### src/rtl/bitserial_dot_acc.sv
// rtl/bitserial_dot_acc.sv - bit-serial dot-product accumulator with valid/ready flow control
// Optional feature macro: BSDOT_SAT_EN (clamp result to the OUT_W range instead of wrapping)

module bitserial_dot_acc #(
  parameter int N_CH  = 32,
  parameter int PW    = 4,
  parameter int NBITS = 4,
  parameter int OUT_W = 13
) (
  input  logic                 clk,
  input  logic                 rst,
  input  logic                 in_valid,
  output logic                 in_ready,
  input  logic [N_CH*PW-1:0]   in_data,
  input  logic                 mode_signed,
  output logic                 out_valid,
  input  logic                 out_ready,
  output logic [OUT_W-1:0]     result
);

  localparam int PS_W  = PW + $clog2(N_CH);
  localparam int ACC_W = PS_W + NBITS + 1;
  localparam int CNT_W = $clog2(NBITS);
  localparam logic [CNT_W-1:0] LAST = CNT_W'(NBITS - 1);

  logic [CNT_W-1:0]        cnt;
  logic                    mode_q;
  logic signed [ACC_W-1:0] acc;

  logic [PS_W-1:0]         plane_sum;
  logic signed [ACC_W-1:0] ps_ext;
  logic signed [ACC_W-1:0] acc_next;
  logic                    mode_cur;
  logic                    beat_fire;
  logic                    last_beat;
  logic [OUT_W-1:0]        res_next;

  // Only the final beat of a vector can stall: it would overwrite a result still waiting downstream
  assign in_ready  = !(out_valid && !out_ready && (cnt == LAST));
  assign beat_fire = in_valid && in_ready;
  assign last_beat = beat_fire && (cnt == LAST);

  // Unsigned sum of all lanes for the current bit-plane
  always_comb begin
    plane_sum = '0;
    for (int k = 0; k < N_CH; k++) begin
      plane_sum = plane_sum + PS_W'(in_data[k*PW +: PW]);
    end
  end

  // Mode of the vector in flight: taken live on the first beat, from the latch afterwards
  assign mode_cur = (cnt == '0) ? mode_signed : mode_q;
  assign ps_ext   = $signed({{(ACC_W-PS_W){1'b0}}, plane_sum});

  // Shift-and-add; the MSB plane is negated for two's-complement operands
  always_comb begin
    acc_next = '0;
    if (cnt == '0) begin
      acc_next = mode_cur ? -ps_ext : ps_ext;
    end else begin
      acc_next = (acc <<< 1) + ps_ext;
    end
  end

`ifdef BSDOT_SAT_EN
  // Widen enough to hold both the accumulator and the unsigned upper limit as positive signed numbers
  localparam int EXT_W = (ACC_W > OUT_W) ? ACC_W : OUT_W + 1;
  localparam logic [EXT_W-1:0] S_MAX = (EXT_W'(1) << (OUT_W - 1)) - EXT_W'(1);
  localparam logic [EXT_W-1:0] S_MIN = ~S_MAX;
  localparam logic [EXT_W-1:0] U_MAX = (EXT_W'(1) << OUT_W) - EXT_W'(1);

  logic signed [EXT_W-1:0] acc_ext;
  logic signed [EXT_W-1:0] lim_hi;
  logic signed [EXT_W-1:0] lim_lo;

  // Clamp the final accumulator to the range of the captured mode
  always_comb begin
    acc_ext  = EXT_W'(acc_next);
    lim_hi   = mode_cur ? S_MAX : U_MAX;
    lim_lo   = mode_cur ? S_MIN : '0;
    res_next = acc_ext[OUT_W-1:0];
    if (acc_ext > lim_hi) begin
      res_next = lim_hi[OUT_W-1:0];
    end else if (acc_ext < lim_lo) begin
      res_next = lim_lo[OUT_W-1:0];
    end
  end
`else
  // Keep the low OUT_W bits of the final accumulator
  always_comb begin
    res_next = OUT_W'(acc_next);
  end
`endif

  // Beat counter, mode latch and accumulator; gaps leave everything untouched
  always_ff @(posedge clk) begin
    if (rst) begin
      cnt    <= '0;
      mode_q <= 1'b0;
      acc    <= '0;
    end else if (beat_fire) begin
      acc <= acc_next;
      if (cnt == '0) begin
        mode_q <= mode_signed;
      end
      if (cnt == LAST) begin
        cnt <= '0;
      end else begin
        cnt <= cnt + CNT_W'(1);
      end
    end
  end

  // Output register: a new final beat replaces a consumed result on the same edge without a bubble
  always_ff @(posedge clk) begin
    if (rst) begin
      out_valid <= 1'b0;
      result    <= '0;
    end else if (last_beat) begin
      out_valid <= 1'b1;
      result    <= res_next;
    end else if (out_valid && out_ready) begin
      out_valid <= 1'b0;
    end
  end

endmodule

### config.mk
export PLATFORM = sky130hd
export DESIGN_NAME = bitserial_dot_acc
export DESIGN_NICKNAME = d
export VERILOG_FILES = /design/src/rtl/bitserial_dot_acc.sv
export SDC_FILE = /design/constraint.sdc
export NUM_CORES = 1
export LEC_CHECK = 0
export CORE_AREA = 8 8 111 113
export DETAILED_ROUTE_END_ITERATION = 12
export DIE_AREA = 0 0 119 121
export GPL_ROUTABILITY_DRIVEN = 0
export HOLD_SLACK_MARGIN = 0.03
export PLACE_DENSITY = 0.85
export SETUP_SLACK_MARGIN = 0.02
export SLEW_MARGIN = 10
export SYNTH_ARGS = -nofsm -noshare
export SYNTH_HDL_FRONTEND = slang
export SYNTH_SLANG_ARGS = --single-unit
### constraint.sdc
create_clock -name clk -period 15.6 [get_ports clk]
set_input_delay 3.12 -clock clk [delete_from_list [all_inputs] [get_ports clk]]
set_output_delay 3.12 -clock clk [all_outputs]
set_load 0.005 [all_outputs]
==> metrics.txt <==
Yosys cell types=54; Worst path max stage delay=between 500 and 600 ps; Final nets=1,049; Min-Delay Endpoint=acc[0]$_SDFFE_PP0P_; Compound-Gate Fraction of Synth Area=0.117; antenna cells=0; first-pass GRT wire length=between 20,000 and 25,000 um; worst hold path type=reg2reg; Root Buffer=clkbuf_8; sequential area share after synthesis=0.0997; WS Path Type=in2reg; post-route ant nets=0; final routed DRC violation total=0; largest family of logic cells by synthesized area=adder cells; worst-skew pair later-pin latency=roughly 270 ps; R2R cell count=8; crit path launch type=input pin; Rel. slew slack=0.340; Via Count=~4,400; CTS Hold Bufs=0; layout cells sized above 1=0.0253; area share of fa/ha/maj cells after synthesis=0.528; overall routing resource usage=0.200; crit path max-delay cell type=fa_1; Seq cells post-synth=28; Post-Synth XOR/XNOR Area=0.0196; die height=about 120 um; largest net degree at the start of global routing=31; area fraction of the dominant cell type after synthesis=0.442; Synth area leaders=fa_1, inv_1, dfxtp_1, ha_1, a211oi_1; cell taking the most area after synthesis=fa_1; Worst Path Buf+Inv=8; crit-path max FO=4; crit share post-route=0.705; Mapped Area=approximately 5600 um^2; # Max-Cap Violations=0; status=finished, final reports clean; post-CTS setup buffers=0; Hold Path Depth=2; area grow syn2layout=29.3%; Worst path depth=28; DRT iter0 DRCs=between 200 and 250; Cells after Synth=611; clock tree from TritonCTS=yes; CTS Sinks=28; number of synthesized flops with an enable pin=0; Slew @ Worst Pin=987 ps; mean post-synth cell area=~9.2 um^2; number of global-route vias before repair=5,135; area of the core=10,600 um^2; Final Hold Viols=0; Mapped Nets=907; post-cts resize count=0; dominant synthesized flop cell=dfxtp_1; Worst-path clk slew=about 90 ps; Critical Path AT=11,120 ps; post-DR wirelength/cell=15.5 um; initial antenna violation count=0; post-synthesis mux area share=0.00534; Synth warnings=0; FMAX=90.9 MHz; most common cell in the synthesized netlist=inv_1; Via density=4.99; reg2reg end=result[9]$_SDFFE_PP0P_; input/output buffers=~150; Starting Density=0.530; hold path startpoint=acc[0]$_SDFFE_PP0P_; most frequent cells after synthesis=inv_1, fa_1, ha_1; worst reg2reg setup slack=between 10,000 and 15,000 ps; simple-gate portion of the synthesized area=0.0819; GRT overflow=0; Slew Limit Fails=0; num rows=38; min Tclk post-route=~11,000 ps; Die X=about 120 um; Clock Skews=about 2.1 ps; Crit path top cell by count=fa_1; setup TNS=0 ps; I/O Pins=148; cts bufs inserted=3; Die Area=14,400 um^2; wirelength, routed=between 10,000 and 15,000 um; Critical R2R Launch=acc[0]$_SDFFE_PP0P_; Async SR Flop Fraction=0; RSZ-0062 raised after global routing=false; 1st-pass router iterations=5; Final setup violation count=0; Max H-tree Level=1; hpwl dp=approximately 13,000 um; Critical Path Sink Type=flop; CP Data Required Time=about 16,000 ps; maximum clock path buffer count=2; Largest delay share family, worst path=adder cells
worst max-delay path by stage:
stage                     start                      end  slack [ps]
detailed placement  in_data[62]     acc[10]$_SDFFE_PP0P_        4360
global route        in_data[62]     acc[10]$_SDFFE_PP0P_        4220
CTS                 in_data[62]     acc[10]$_SDFFE_PP0P_        4650
global placement     in_data[2]  result[10]$_SDFFE_PP0P_        4580
floorplan           in_data[62]  result[10]$_SDFFE_PP0P_        5380
finish              in_data[62]     acc[10]$_SDFFE_PP0P_        4600
sequential cells by signal, indices dropped and copies added (netlist names):
register,count
result,13
acc,12
cnt,2
out_valid,1
cell families after synthesis:
| family | after synthesis |
|---|---|
| buf+inv | 222 |
| mux | 3 |
| simple gates | 94 |
| compound gates | 90 |
| fa+ha+maj | 163 |
| flops | 28 |
| xor+xnor | 11 |
cells in the final DEF (no fill, tap or decap), types with 7 or more instances in the layout:
master           netlist  layout
ha_1                  39      39
clkdlybuf4s50_1        0     147
a21oi_1               21      21
nand2_1               24      24
o21ai_0               12      12
o21a_1                 7       7
dfxtp_1               28      28
nor3_1                 7       7
inv_1                211     211
fa_1                 124     124
a211oi_1              19      19
nor2_1                34      34
area by class of cell:
type / instances / area (um^2)
multi-input cells: 361 / 4230
flip-flops and latches: 28 / 561
well taps: 140 / 175
fillers: 785 / 3330
inverters: 212 / 796
repair buffers: 147 / 1470
clock buffers: 3 / 41.3
per-layer routing:
layer,global-route usage,share of wire
met5,0,0
met4,0.0530,0.026
met3,0.0293,0.043
met2,0.394,0.56
met1,0.216,0.37
through the flow:
step	hold slack [ps]	util	std cells	setup slack, ps	area [um^2]
5_1_grt	498	0.686	891	4220	7270
3_3_place_gp	448	0.682	888	4580	7230
3_5_place_dp	455	0.682	888	4360	7230
6_report	470	0.686	891	4600	7270
2_1_floorplan	441	-	611	5380	5620
4_1_cts	469	0.686	891	4650	7270
worst min-delay path, stage by stage (launching register included):
cell	delay [ps]
dfxtp_1	320
nand2_1	50
a21oi_1	50
Power is not shown: default switching activity piles up to over one toggle a cycle in this logic, so the estimate is an artifact.
